===== src/rtl/video_timing_pkg.sv =====
// Shared video mode descriptions for the pixel-clock timing generator.
// Each mode is stored as active, front porch, sync and back porch lengths per axis.
package video_timing_pkg;

    localparam int TW = 12;

    typedef struct packed {
        logic [TW-1:0] h_active;
        logic [TW-1:0] h_fp;
        logic [TW-1:0] h_sw;
        logic [TW-1:0] h_bp;
        logic [TW-1:0] v_active;
        logic [TW-1:0] v_fp;
        logic [TW-1:0] v_sw;
        logic [TW-1:0] v_bp;
        logic          hs_pol;
        logic          vs_pol;
    } video_mode_t;

    localparam int MODE_480P = 0;
    localparam int MODE_720P = 1;

    localparam video_mode_t M_480P = '{
        h_active: 12'd640,  h_fp: 12'd16,  h_sw: 12'd96, h_bp: 12'd48,
        v_active: 12'd480,  v_fp: 12'd10,  v_sw: 12'd2,  v_bp: 12'd33,
        hs_pol:   1'b0,     vs_pol: 1'b0
    };

    localparam video_mode_t M_720P = '{
        h_active: 12'd1280, h_fp: 12'd110, h_sw: 12'd40, h_bp: 12'd220,
        v_active: 12'd720,  v_fp: 12'd5,   v_sw: 12'd5,  v_bp: 12'd20,
        hs_pol:   1'b1,     vs_pol: 1'b1
    };

    // Packed so it can be passed as a module parameter; index 1 is the MSB slot.
    localparam video_mode_t [1:0] MODE_TABLE = {M_720P, M_480P};

endpackage


===== src/rtl/video_axis_decode.sv =====
// Single-axis decoder: classifies a count against one axis of a mode.
// Ports: cnt, len_active/fp/sw/bp in; at_last, in_active, in_sync out.
module video_axis_decode
    import video_timing_pkg::*;
#(
    parameter int CNT_W = 12
) (
    input  logic [CNT_W-1:0] cnt,
    input  logic [TW-1:0]    len_active,
    input  logic [TW-1:0]    len_fp,
    input  logic [TW-1:0]    len_sw,
    input  logic [TW-1:0]    len_bp,
    output logic             at_last,
    output logic             in_active,
    output logic             in_sync
);

    localparam int W = (CNT_W > TW) ? CNT_W : TW;

    logic [W-1:0] c;
    logic [W-1:0] sync_lo;
    logic [W-1:0] sync_hi;
    logic [W-1:0] last;

    assign c       = W'(cnt);
    assign sync_lo = W'(len_active) + W'(len_fp);
    assign sync_hi = sync_lo + W'(len_sw);
    assign last    = sync_hi + W'(len_bp) - W'(1);

    assign at_last   = (c == last);
    assign in_active = (c < W'(len_active));
    assign in_sync   = (c >= sync_lo) && (c < sync_hi);

endmodule


===== src/rtl/video_timing_gen.sv =====
// Multi-mode video timing generator; mode switches only at frame wrap.
// Ports: i_clk_pxl, i_reset, i_mode_sel in; o_sx/o_sy/sync/de/nf/fc/mode out.
module video_timing_gen
    import video_timing_pkg::*;
#(
    parameter int NUM_MODES = 2,
    parameter int CNT_W     = 12,
    parameter int FPS       = 60,
    localparam int MODE_W   = (NUM_MODES > 1) ? $clog2(NUM_MODES) : 1,
    localparam int FC_W     = (FPS > 1) ? $clog2(FPS) : 1,
    parameter int SEL_W     = MODE_W,
    parameter video_mode_t [NUM_MODES-1:0] MODES = MODE_TABLE[NUM_MODES-1:0]
) (
    input  logic              i_clk_pxl,
    input  logic              i_reset,
    input  logic [SEL_W-1:0]  i_mode_sel,
    output logic [CNT_W-1:0]  o_sx,
    output logic [CNT_W-1:0]  o_sy,
    output logic              o_hsync,
    output logic              o_vsync,
    output logic              o_de,
    output logic              o_nf,
    output logic [FC_W-1:0]   o_fc,
    output logic [MODE_W-1:0] o_mode,
    output logic              o_mode_changed
);

    localparam int W = (CNT_W > TW) ? CNT_W : TW;
    localparam logic [SEL_W:0] NM = (SEL_W+1)'(NUM_MODES);

    logic [MODE_W-1:0] pend;
    logic [MODE_W-1:0] pend_n;
    logic [MODE_W-1:0] mode_n;
    logic [MODE_W-1:0] rst_mode;
    logic              sel_ok;

    // Registered "current position is the last on this axis" flags,
    // decoded one cycle early so the counters need no extra compare.
    logic              h_last_q;
    logic              v_last_q;
    logic              wrap;
    logic              swap;

    logic [CNT_W-1:0]  sx_n;
    logic [CNT_W-1:0]  sy_n;
    logic [FC_W-1:0]   fc_n;
    video_mode_t       nxt;

    logic h_last_n, h_act_n, h_sync_n;
    logic v_last_n, v_act_n, v_sync_n;
    logic nf_n;

    assign sel_ok   = ({1'b0, i_mode_sel} < NM);
    assign rst_mode = sel_ok ? i_mode_sel[MODE_W-1:0] : '0;
    assign pend_n   = sel_ok ? i_mode_sel[MODE_W-1:0] : pend;

    assign wrap   = h_last_q & v_last_q;
    assign swap   = wrap && (pend != o_mode);
    assign mode_n = swap ? pend : o_mode;

    assign sx_n = h_last_q ? '0 : o_sx + 1'b1;
    assign sy_n = h_last_q ? (v_last_q ? '0 : o_sy + 1'b1) : o_sy;

    always_comb begin
        fc_n = o_fc;
        if (swap)
            fc_n = '0;
        else if (wrap)
            fc_n = (o_fc == FC_W'(FPS-1)) ? '0 : o_fc + 1'b1;
    end

    // Decode the upcoming position in the mode it will be shown in,
    // so a freshly switched mode is correct from its very first pixel.
    assign nxt = MODES[mode_n];

    video_axis_decode #(.CNT_W(CNT_W)) u_h_dec (
        .cnt        (sx_n),
        .len_active (nxt.h_active),
        .len_fp     (nxt.h_fp),
        .len_sw     (nxt.h_sw),
        .len_bp     (nxt.h_bp),
        .at_last    (h_last_n),
        .in_active  (h_act_n),
        .in_sync    (h_sync_n)
    );

    video_axis_decode #(.CNT_W(CNT_W)) u_v_dec (
        .cnt        (sy_n),
        .len_active (nxt.v_active),
        .len_fp     (nxt.v_fp),
        .len_sw     (nxt.v_sw),
        .len_bp     (nxt.v_bp),
        .at_last    (v_last_n),
        .in_active  (v_act_n),
        .in_sync    (v_sync_n)
    );

    assign nf_n = (W'(sx_n) == W'(nxt.h_active)) &&
                  (W'(sy_n) + W'(1) == W'(nxt.v_active));

    always_ff @(posedge i_clk_pxl) begin
        if (i_reset) begin
            o_sx           <= '0;
            o_sy           <= '0;
            o_fc           <= '0;
            o_mode         <= rst_mode;
            pend           <= rst_mode;
            h_last_q       <= 1'b0;
            v_last_q       <= 1'b0;
            o_de           <= 1'b1;
            o_hsync        <= ~MODES[rst_mode].hs_pol;
            o_vsync        <= ~MODES[rst_mode].vs_pol;
            o_nf           <= 1'b0;
            o_mode_changed <= 1'b0;
        end else begin
            o_sx           <= sx_n;
            o_sy           <= sy_n;
            o_fc           <= fc_n;
            o_mode         <= mode_n;
            pend           <= pend_n;
            h_last_q       <= h_last_n;
            v_last_q       <= v_last_n;
            o_de           <= h_act_n & v_act_n;
            o_hsync        <= ~(h_sync_n ^ nxt.hs_pol);
            o_vsync        <= ~(v_sync_n ^ nxt.vs_pol);
            o_nf           <= nf_n;
            o_mode_changed <= swap;
        end
    end

endmodule


===== config.mk =====
export PLATFORM = sky130hd
export DESIGN_NAME = video_timing_gen
export DESIGN_NICKNAME = d
export VERILOG_FILES = /design/src/rtl/video_timing_pkg.sv /design/src/rtl/video_axis_decode.sv /design/src/rtl/video_timing_gen.sv
export SDC_FILE = /design/constraint.sdc
export NUM_CORES = 1
export LEC_CHECK = 0
export CORE_UTILIZATION = 44
export DETAILED_ROUTE_END_ITERATION = 8
export HOLD_SLACK_MARGIN = 0.03
export PLACE_DENSITY = 0.75
export SETUP_SLACK_MARGIN = 0.05
export SYNTH_ARGS = -nofsm -noshare
export SYNTH_HDL_FRONTEND = slang
export SYNTH_SLANG_ARGS = --single-unit

===== constraint.sdc =====
create_clock -name i_clk_pxl -period 3.2 [get_ports i_clk_pxl]
set_clock_uncertainty 0.15 [all_clocks]
set_input_delay 0.96 -clock i_clk_pxl [delete_from_list [all_inputs] [get_ports i_clk_pxl]]
set_output_delay 0.96 -clock i_clk_pxl [all_outputs]
set_load 0.03 [all_outputs]

=== Word-level counts from Yosys, hierarchy flattened ===
Index checks and enable logic that the tools add are counted.

* Memories: 0
* Flip-flop bits (word level): 39
* Bits in writable memories: 0
* Input port bits: 3
* Output and inout bits: 36
* ROM bits: 0
* Word-level logic and storage cells: 63
* Bits in latches: 0

* Muxes and demuxes: 12
* Div/mod/pow operators: 0
* Order comparisons: 8
* Multipliers: 0
* $add $sub $neg: 12
* Shift-type cells: 0
* Reduce and logical (&&, ||, !) cells: 5
* Bitwise gates (word level): 8
* Equal/unequal tests: 6

{| class="wikitable"
|+ Operator list
! cell !! count
|-
| $mux 98 || 1
|-
| $mux 97 || 1
|-
| $add 12x12->12 || 6
|-
| $eq 12x12->1 || 4
|-
| $lt 12x12->1 || 4
|-
| $add 12x1->12 const B || 3
|-
| $mux 12 || 3
|-
| $ge 12x12->1 || 2
|-
| $sub 12x1->12 const B || 2
|-
| $add 6x1->6 const B || 1
|-
| $eq 6x6->1 const B || 1
|-
| $mux 6 || 1
|-
| $logic_and 1x1->1 || 4
|-
| $lt 1x2->1 const B || 2
|-
| $mux 1 || 4
|-
| $mux 2 || 2
|-
| $not 1->1 || 4
|-
| $and 1x1->1 || 2
|-
| $reduce_or 2->1 || 1
|-
| $xor 1x1->1 || 2
|-
| $ne 1x1->1 || 1
|}

=== Logic depth before layout (Yosys ltp) ===
Gate-level depths: netlist of the first run.

* Depth after elaboration: 12
* Gate-level depth with buffers: 14
* Gate-level depth less buffers: 13

=== By module ===
A second synthesis of the first run with hierarchy kept.

* Cell total of the unflattened synthesis: 930
* Area total of the unflattened synthesis: 7173.1 um2

{| class="wikitable"
|+ Modules (own cells, without submodules)
! module !! cells an instance !! instances !! sequential area each (um2) !! area an instance (um2)
|-
| video_axis_decode (u_v_dec) || 341 || 1 || 0.0 || 2592.5
|-
| video_axis_decode (u_h_dec) || 337 || 1 || 0.0 || 2549.9
|-
| video_timing_gen || 252 || 1 || 780.7 || 2030.7
|}

=== Worst setup path after synthesis of the first run ===
No wires, ideal clock.

* Path type: flip-flop to flip-flop
* From: register o_mode
* To: register o_hsync
* Data required time: 2976 ps
* Arrival: 2959 ps
* Slack: 17 ps
* Library setup time: 74 ps
* Buffers on the path: 0
* Cell stages (with the launch flop): 11
* Period minus slack after synthesis: 3183 ps
* Path through: dfxtp_1 -> a21boi_0 -> a21o_1 -> inv_2 -> ha_1 -> nor2b_1 -> o21ai_0 -> a221oi_1 -> o311ai_0 -> or4_1 -> a31oi_1

* Word-level cells in the longest chain between the ends: 12
* Elaborated cells between the ends (all ways): 13
* Those cells by class: add/sub (2); order compare (2); eq/ne (1); mux (4); bitwise (2); reduce/logical (2)

{| class="wikitable"
|+ Ends and longest elaborated chain
! what !! line !! text
|-
| start, declared || video_timing_gen.sv:24 || <nowiki>output logic [MODE_W-1:0] o_mode,</nowiki>
|-
| start signal, assigned || video_timing_gen.sv:106 || <nowiki>o_mode <= rst_mode;</nowiki>
|-
| start signal, assigned || video_timing_gen.sv:119 || <nowiki>o_mode <= mode_n;</nowiki>
|-
| $ne 1x1->1 || video_timing_gen.sv:58 || <nowiki>assign swap = wrap && (pend != o_mode);</nowiki>
|-
| $logic_and 1x1->1 || video_timing_gen.sv:58 ||
|-
| $mux 1 * || video_timing_gen.sv:59 || <nowiki>assign mode_n = swap ? pend : o_mode;</nowiki>
|-
| $mux 97 (implied by the code) * || video_timing_gen.sv:74 || <nowiki>assign nxt = MODES[mode_n];</nowiki>
|-
| $mux 98 (implied by the code) * || video_timing_gen.sv:74 ||
|-
| $add 12x12->12 || video_axis_decode.sv:26 || <nowiki>assign sync_lo = W'(len_active) + W'(len_fp);</nowiki>
|-
| $add 12x12->12 || video_axis_decode.sv:27 || <nowiki>assign sync_hi = sync_lo + W'(len_sw);</nowiki>
|-
| $lt 12x12->1 || video_axis_decode.sv:32 || <nowiki>assign in_sync = (c >= sync_lo) && (c < sync_hi);</nowiki>
|-
| $logic_and 1x1->1 || video_axis_decode.sv:32 ||
|-
| $xor 1x1->1 * || video_timing_gen.sv:124 || <nowiki>o_hsync <= ~(h_sync_n ^ nxt.hs_pol);</nowiki>
|-
| $not 1->1 * || video_timing_gen.sv:124 ||
|-
| $mux 1 * || video_timing_gen.sv:102 || <nowiki>if (i_reset) begin</nowiki>
|-
| end signal, assigned || video_timing_gen.sv:111 || <nowiki>o_hsync <= ~MODES[rst_mode].hs_pol;</nowiki>
|-
| end signal, assigned || video_timing_gen.sv:124 ||
|-
| end, declared || video_timing_gen.sv:19 || <nowiki>output logic o_hsync,</nowiki>
|}

Mark *: on every way between the ends. The rest lies on a longest branch, timed or not. The select of a mux whose other input is x is not followed.
A chain may end at the register's enable or synchronous reset.

=== Final worst setup path of the first run ===
* From: register h_last_q
* To: register o_vsync

* Word-level cells in the longest chain between the ends: 12
* Elaborated cells between the ends (all ways): 14
* Those cells by class: add/sub (2); order compare (2); mux (5); bitwise (3); reduce/logical (2)

{| class="wikitable"
|+ Ends and longest elaborated chain
! what !! line !! text
|-
| start, declared || video_timing_gen.sv:39 || <nowiki>logic h_last_q;</nowiki>
|-
| start signal, assigned || video_timing_gen.sv:121 || <nowiki>h_last_q <= h_last_n;</nowiki>
|-
| $and 1x1->1 || video_timing_gen.sv:57 || <nowiki>assign wrap = h_last_q & v_last_q;</nowiki>
|-
| $logic_and 1x1->1 || video_timing_gen.sv:58 ||
|-
| $mux 1 || video_timing_gen.sv:59 ||
|-
| $mux 97 (implied by the code) || video_timing_gen.sv:74 ||
|-
| $mux 98 (implied by the code) || video_timing_gen.sv:74 ||
|-
| $add 12x12->12 || video_axis_decode.sv:26 ||
|-
| $add 12x12->12 || video_axis_decode.sv:27 ||
|-
| $lt 12x12->1 || video_axis_decode.sv:32 ||
|-
| $logic_and 1x1->1 || video_axis_decode.sv:32 ||
|-
| $xor 1x1->1 * || video_timing_gen.sv:125 || <nowiki>o_vsync <= ~(v_sync_n ^ nxt.vs_pol);</nowiki>
|-
| $not 1->1 * || video_timing_gen.sv:125 ||
|-
| $mux 1 * || video_timing_gen.sv:102 ||
|-
| end signal, assigned || video_timing_gen.sv:112 || <nowiki>o_vsync <= ~MODES[rst_mode].vs_pol;</nowiki>
|-
| end signal, assigned || video_timing_gen.sv:125 ||
|-
| end, declared || video_timing_gen.sv:20 || <nowiki>output logic o_vsync,</nowiki>
|}

Marks and branches as above.

==> results.cfg, run 1 <==
[yosys]
ys_top_cells_by_area = dfxtp_1, ha_1, nor2_1
synth_seq_area_share = 0.304
syn_inst = 311
synth_top_area_frac = 0.304
synth_area_um2 = 2560
synth_edf_count = 0
synth-async-reset-ratio = 0
ys.flop_type = dfxtp_1
yosysTopAreaCell = dfxtp_1
ys_ff_latch = 39
avgSynthCellArea_um2 = 8.25
ys_types = 56
syn_nets = 341
yosysWarnings = 0

[timing]
rsz0062_at_grt = no
whs_ns = 0.372
worstMarginPinSlew_ns = 0.400
hold_viol = 0
min_period_ns = 2.97
worst_slew_margin_rel = 0.727
max_freq_mhz = 337
fin_tns_setup_ns = 0
final.period_utilization = 0.928
setup_viol = 0
slew_violations = 0
finalWorstSetupSlack_ns = 0.230

[finish]
layout.nets = 386
final_common_cell = nor2_1
fin_util = 0.575
insertedDiodeCount = 0
area_growth_pct = 25.0
fill_cells = 502
layout_common_cells = nor2_1, clkdlybuf4s50_1, dfxtp_1
stdcell_count = 429
drive_gt1_frac = 0.104

[global_routing]
grt_pass1_wl_um = 10600
grt_use_total = 0.220
antenna_found_initial = 0
grt_overflow = 0
grt_pass1_vias = 2216
grt_max_degree = 32

[hold_path]
hold_class = reg -> reg
min_from = o_fc[1]
worst_hold_path.endpoint = o_fc[1]
min_path_cells = 2

[detailed_routing]
wirelength_um = 6280
drc = 0
avgViaCountPerCell = 5.58
drt-initial-drc-count = 178
firstDrtPassIters = 4
ant_nets = 0
wl_per_cell_um = 14.6
via_count = 2392

[setup_path]
critPathLaunchType = flip-flop
r2r_slack_ns = 0.23
path_max_fanout = 31
required_ns = 3.27
worst-r2r-cell-count = 10
path_class = reg -> reg
rr_endpoint = o_vsync
r2r-start = h_last_q
crit_arrival_ns = 3.04
worst_setup_path_end_kind = flip-flop

[clock_tree]
h-tree-depth = 2
cts_buffers = 5
clockBufferDepth = 2
tritoncts = built
path_clk_slew_ns = 0.08
clock_latency_ns = 0.30
root_buffer = clkbuf_8
post-cts-setup-buffers = 0
cts_sinks = 39

[placed_design]
port_buffers = 38
placed_cells = 421
pre_cts_slack_ns = 0.253
dpl.hpwl_um = 4790
gp_congestion = 0.947

[flow_run]
maxCapViolCount = 0

[floorplan]
dieArea_um2 = 6140
start_util = 0.460
core_area_um2 = 5570
fp.dieH_um = 78.4
row_count = 27
fp.dieW_um = 78.4
io_pins = 39

[pwr]
p_leak_nw = 1.27
ir_drop_v = 0.000188
p_per_area_nw_per_um2 = 345

[outcome]
outcome = finished clean
## timing repair
| item | 4_1_cts | 5_1_grt |
|---|---|---|
| hold buffers | 0 | 0 |
| gates resized for setup | 0 | 6 |
| setup endpoints to repair | 0 | 3 |
## cells in the mapped netlist, types with 7 or more instances
library cell and count:
xnor2_1 10, a21oi_1 10, nand3_1 15, nor2_1 41, o21ai_0 11, xor2_1 11
inv_1 11, nand2_1 23, nor3_1 17, ha_1 27, dfxtp_1 39, nor2b_1 7
## state kept, by name, indices dropped and copies added, names as in the netlist
name,cells
o_nf,1
o_sx,12
v_last_q,1
o_hsync,1
o_mode,1
o_vsync,1
o_mode_changed,1
o_sy,12
pend,1
h_last_q,1
o_de,1
o_fc,6
## cells by family (layout without fill, tap and decap cells)
group / after synthesis / after routing / synth area share
AND/OR/NAND/NOR: 141 / 141 / 0.289
AO/OA/AOI/OAI: 53 / 53 / 0.140
flip-flops: 39 / 39 / 0.304
adder cells (fa/ha/maj): 27 / 27 / 0.132
buffers and inverters: 24 / 70 / 0.0380
XOR/XNOR: 21 / 21 / 0.0717
multiplexers: 6 / 6 / 0.0254
## area by class of cell
cell class                 instances  area (µm²)  share of cell area
multi-input combinational        248        1690               0.527
inverter                          12        48.8              0.0152
tap                               72        90.1              0.0281
timing repair buffer              50         474               0.148
clock inverter                     2        35.0              0.0109
clock buffer                       6        82.6              0.0258
sequential                        39         785               0.245
## metal layers
metal | share of wire | vias to the layer above | wire, µm | GRT usage
met4 | 0.025 | 0 | 158 | 0.100
li1 | - | 1209 | - | -
met5 | 0 | - | 0 | 0
met3 | 0.046 | 11 | 290 | 0.0395
met2 | 0.45 | 64 | 2840 | 0.346
met1 | 0.48 | 1108 | 3000 | 0.291
## worst max-delay path: stages (launching register included)
cell and delay, ns:
dfxtp_1 0.36, buf_6 0.26, clkinvlp_4 0.24, a21oi_1 0.28, ha_1 0.29, nand2b_1 0.15
a2111oi_0 0.40, nor2_1 0.09, and4_1 0.22, a31o_2 0.24, a31oi_1 0.20
## worst max-delay path by stage
stage	startpoint	end	slack (ns)	depth (start not counted)
2_1_floorplan	o_mode	o_hsync	0.19	10
3_3_place_gp	o_sy[0]	o_vsync	0.26	11
3_5_place_dp	o_sy[0]	o_vsync	0.25	11
4_1_cts	o_sy[0]	o_vsync	0.21	11
5_1_grt	o_sy[1]	o_vsync	0.05	13
6_report	h_last_q	o_vsync	0.23	10
## report_power, final
group	internal (mW)	leakage, nW	switching [mW]
Clock	0.252	0.0612	0.185
Combinational	0.0710	0.895	0.0933
Sequential	0.494	0.318	0.00847
## through the flow
stage | area, µm² | power (mW)
final | 3210 | 1.10
after global routing | 3210 | 1.16
after CTS | 3190 | 1.11
after detailed placement | 3070 | 0.675
after global placement | 3070 | 0.675
after floorplan | 2570 | 0.619
No activity file was read; power rests on OpenSTA's default activity.
==> run 2, diff against run 1 <==
- ABC_AREA: not set -> 1
- TNS_END_PERCENT: not set -> 20
==> run 2 against run 1 <==
Compared with the run above:
- combinational power decreased by 16%
- utilization decreased by 0.85 points
- setup slack improved by 0.25 ns
==> results.cfg, run 2 <==
[outcome]
outcome = finished clean

[placed_design]
dpl.hpwl_um = 4950
gp_congestion = 0.950
placed_cells = 497
port_buffers = 38
dpl_cell_area_um2 = 3060

[pwr]
p_leak_nw = 1.50
power.total_mw = 1.01
ir_drop_v = 0.000206
p_per_area_nw_per_um2 = 320

[timing]
max_freq_mhz = 367
min_period_ns = 2.72
worst_slew_margin_rel = 0.608
whs_ns = 0.352
setup_viol = 0
fin_tns_setup_ns = 0
final.period_utilization = 0.851
hold_viol = 0
worstMarginPinSlew_ns = 0.582
rsz0062_at_grt = no
slew_violations = 0

[global_routing]
grt_max_degree = 17
grt_pass1_wl_um = 10800
grt_use_total = 0.224
antenna_found_initial = 0
grt_overflow = 0
grt_pass1_vias = 2428

[clock_tree]
h-tree-depth = 2
clock_latency_ns = 0.30
root_buffer = clkbuf_8
hold_buffers = 0
cts_buffers = 5
cts_sinks = 39
tritoncts = built
post_cts_resized = 0
clockBufferDepth = 2
post-cts-setup-buffers = 0
path_clk_slew_ns = 0.08

[setup_path]
critPathLaunchType = flip-flop
worst-r2r-cell-count = 17
required_ns = 3.24
crit_arrival_ns = 2.76
path_class = reg -> reg
startpoint = o_sx[0]
crit_end = o_hsync
rr_endpoint = o_hsync
path_max_fanout = 5
worst_setup_path_end_kind = flip-flop
r2r_slack_ns = 0.48
r2r-start = o_sx[0]

[floorplan]
row_count = 27
dieArea_um2 = 6130
core_area_um2 = 5570
io_pins = 39
fp.dieH_um = 78.3
fp.dieW_um = 78.3
start_util = 0.460

[yosys]
avgSynthCellArea_um2 = 6.66
syn_inst = 385
ys_top_cells_by_area = dfxtp_1, ha_1, nand2_1
synth-async-reset-ratio = 0
synth_top_area_frac = 0.305
ys_types = 34
synth.most_common_cell = nand2_1
yosysTopAreaCell = dfxtp_1
ys_ff_latch = 39
synth.top_cells.by_count = nand2_1, nor2_1, inv_1
ys.flop_type = dfxtp_1
syn_nets = 415
synth_seq_area_share = 0.305
synth_area_um2 = 2560
synth_edf_count = 0
yosysWarnings = 0

[finish]
layout_common_cells = nand2_1, nor2_1, inv_1
largest_registers = o_sx (12), o_sy (12), o_fc (6)
stdcell_area_um2 = 3160
final_common_cell = nand2_1
multiInputGateArea_um2 = 1530
area_growth_pct = 23.2
fill_cells = 540
drive_gt1_frac = 0.0600
stdcell_count = 505
seq_area_um2 = 781
insertedDiodeCount = 0
layout.nets = 462

[detailed_routing]
drc = 0
wl_per_cell_um = 12.5
wirelength_um = 6330
ant_nets = 0
via_count = 2599
firstDrtPassIters = 4
drt-initial-drc-count = 220
avgViaCountPerCell = 5.15

[hold_path]
min_from = o_fc[5]
hold_class = reg -> reg

[flow_run]
maxCapViolCount = 0
run 2: cell types whose count changed in the layout (fill, tap and decap cells not counted), sizes merged, moves of 5 or more:
cell	delta
nand2	+51
inv	+47
nor2	+29
nand3	+21
xor2	-11
xnor2	-9
nor2b	-7
and3	-5
run 2: worst min path at each step:
stage	cells past startpoint	slack, ns	end
finish	2	0.35	o_fc[5]
global route	2	0.40	o_fc[1]
CTS	2	0.36	o_fc[5]
detailed placement	2	0.35	o_fc[5]
global placement	2	0.33	o_fc[5]
floorplan	3	0.36	o_mode_changed
run 2: final cells by class:
type / instances / area share
inverter: 58 / 0.0689
sequential: 39 / 0.247
clock buffer: 8 / 0.0317
multi-input combinational: 282 / 0.484
tap: 72 / 0.0285
timing repair buffer: 46 / 0.139
run 2: critical path: stages (launching register included):
cell and delay (ns):
dfxtp_1 0.40, ha_1 0.21, nand2_1 0.08, nor2_1 0.15
inv_1 0.10, nor2_4 0.12, inv_1 0.05, nand3_1 0.13
inv_1 0.09, ha_1 0.31, inv_1 0.07, nand2_1 0.07
nor4_1 0.25, nand4_1 0.12, nand2_1 0.10, nand3_1 0.08
nand2_1 0.06, nand3_1 0.05
run 2: per-stage QoR:
stage	utilization	worst slack, ns
4_1_cts	0.567	0.496
3_5_place_dp	0.549	0.499
5_1_grt	0.567	0.185
2_1_floorplan	-	0.193
3_3_place_gp	0.549	0.605
6_report	0.567	0.477
run 2: where the power goes:
group	internal (mW)	switching [mW]
sequential	0.493	0.00634
combinational	0.0505	0.0870
clock	0.197	0.178
total	0.740	0.271
run 2: kinds of logic (layout without fill, tap and decap cells):
kind of cell	Yosys count	count (layout)	synth area share
buffers and inverters	64	112	0.0986
AO/OA/AOI/OAI	36	36	0.0820
AND/OR/NAND/NOR	218	218	0.379
adder cells (fa/ha/maj)	27	27	0.132
flip-flops	39	39	0.305
XOR/XNOR	1	1	0.00342
run 2: metal layers:
layer,up-vias,share of wire,GRT usage
met1,1169,0.48,0.301
met5,-,0,0
li1,1347,-,-
met4,0,0.015,0.0852
met3,10,0.047,0.0395
met2,73,0.46,0.355
==> run 3, diff against run 2 <==
- PLACE_DENSITY: 0.75 -> 0.72
- clock period: 3.2 -> 3.35 ns (I/O delays scaled with it)
==> run 3 against run 2 <==
Compared with the run above:
- flip-flop and latch count unchanged
- setup slack gained 0.094 ns
- utilization is 0.36 points lower
- critical endpoint unchanged
- combinational power fell by 7%
- sequential share of layout area increased by 0.16 points
- die area did not move
- hold slack better by 0.0074 ns
==> results.cfg, run 3 (synthesis results as in run 2) <==
[outcome]
outcome = finished clean

[global_routing]
grt_pass1_vias = 2332
antenna_found_initial = 0
grt_use_total = 0.219
grt_max_degree = 18
grt_overflow = 0
grt_pass1_wl_um = 10600

[pwr]
p_leak_nw = 1.49
power.total_mw = 0.926
ir_drop_v = 0.000134
p_per_area_nw_per_um2 = 295

[finish]
layout_common_cells = nand2_1, nor2_1, inv_1
fin_util = 0.563
final_common_cell = nand2_1
insertedDiodeCount = 0
area_growth_pct = 22.5
layout.nets = 461
fill_cells = 540
drive_gt1_frac = 0.0580
largest_registers = o_sx (12), o_sy (12), o_fc (6)

[clock_tree]
post_cts_resized = 0
clock_latency_ns = 0.29
hold_buffers = 0
cts_sinks = 39
h-tree-depth = 2
post-cts-setup-buffers = 0
cts_buffers = 5
path_clk_slew_ns = 0.08
tritoncts = built
clockBufferDepth = 2
root_buffer = clkbuf_8

[timing]
finalWorstSetupSlack_ns = 0.572
worstMarginPinSlew_ns = 0.550
min_period_ns = 2.78
final.period_utilization = 0.829
setup_viol = 0
max_freq_mhz = 360
whs_ns = 0.359
worst_slew_margin_rel = 0.630
slew_violations = 0
hold_viol = 0
rsz0062_at_grt = no
fin_tns_setup_ns = 0

[setup_path]
rr_endpoint = o_hsync
path_max_fanout = 5
critPathLaunchType = flip-flop
required_ns = 3.38
r2r-start = o_sx[0]
cpMaxStageDelayCell = dfxtp_1
cpPeakStageDelay_ns = 0.39
worst_setup_path_end_kind = flip-flop
r2r_slack_ns = 0.57
startpoint = o_sx[0]
cp_cell_sequence = ha_1, nand2_1, nor2_1, inv_1, nor2_4, inv_1, nand3_1, inv_1, ha_1, inv_1, nand2_1, nor4_1, nand4_1, nand2_1, nand3_1, nand2_1, nand3_1
path_class = reg -> reg
crit_arrival_ns = 2.81
worst-r2r-cell-count = 17

[floorplan]
row_count = 27
start_util = 0.460
fp.dieH_um = 78.3
fp.dieW_um = 78.3
dieArea_um2 = 6130
io_pins = 39
core_area_um2 = 5570

[hold_path]
min_from = o_fc[5]
hold_class = reg -> reg
worst_hold_path.endpoint = o_fc[5]
min_path_cells = 2

[placed_design]
pre_cts_slack_ns = 0.596
dpl.hpwl_um = 4930
port_buffers = 38
gp_congestion = 0.902

[detailed_routing]
avgViaCountPerCell = 5.20
drt-initial-drc-count = 207
drc = 0
ant_nets = 0
wirelength_um = 6220
wl_per_cell_um = 12.4
via_count = 2614
firstDrtPassIters = 5

[flow_run]
maxCapViolCount = 0
-- run 3: power by group --
group	leakage, nW	switching, mW	total (mW)	internal [mW]
logic	1.13	0.0806	0.129	0.0481
registers	0.316	0.00558	0.476	0.471
clock network	0.0470	0.159	0.321	0.162
total	1.49	0.246	0.926	0.680
-- run 3: how the worst max path moves through the flow --
stage                   end  slack (ns)  cells after the start
floorplan           o_hsync        0.34                     11
global placement    o_hsync        0.66                     17
detailed placement  o_hsync        0.60                     17
CTS                 o_hsync        0.59                     17
global route        o_hsync        0.28                     17
finish              o_hsync        0.57                     17
-- run 3: critical path, delay by kind of cell, from the launching register on --
kind                       cells  cell delay [ns]
and+or+nand+nor               11             1.29
adders and majority gates      2             0.54
DFF                            1             0.39
buffers and inverters          4             0.32
-- run 3: final cells by class --
type,instances,area (µm²),share of cell area
clock buffers,6,82.6,0.0263
flip-flops and latches,39,781,0.249
inverters,58,218,0.0694
multi-input cells,282,1530,0.487
clock inverters,1,5.00,0.00159
well taps,72,90.1,0.0287
repair buffers,45,433,0.138
-- run 3: stage by stage --
stage	cells	cell area (µm²)
after floorplan	385	2560
after global placement	496	3050
after detailed placement	496	3050
after CTS	503	3140
after global routing	503	3140
final	503	3140
-- run 3: per-layer routing --
metal	vias to the layer above	part of all wire	global-route usage
met4	0	0.023	0.0796
met1	1176	0.47	0.300
met3	17	0.056	0.0419
met2	83	0.45	0.341
met5	-	0	0
li1	1338	-	-
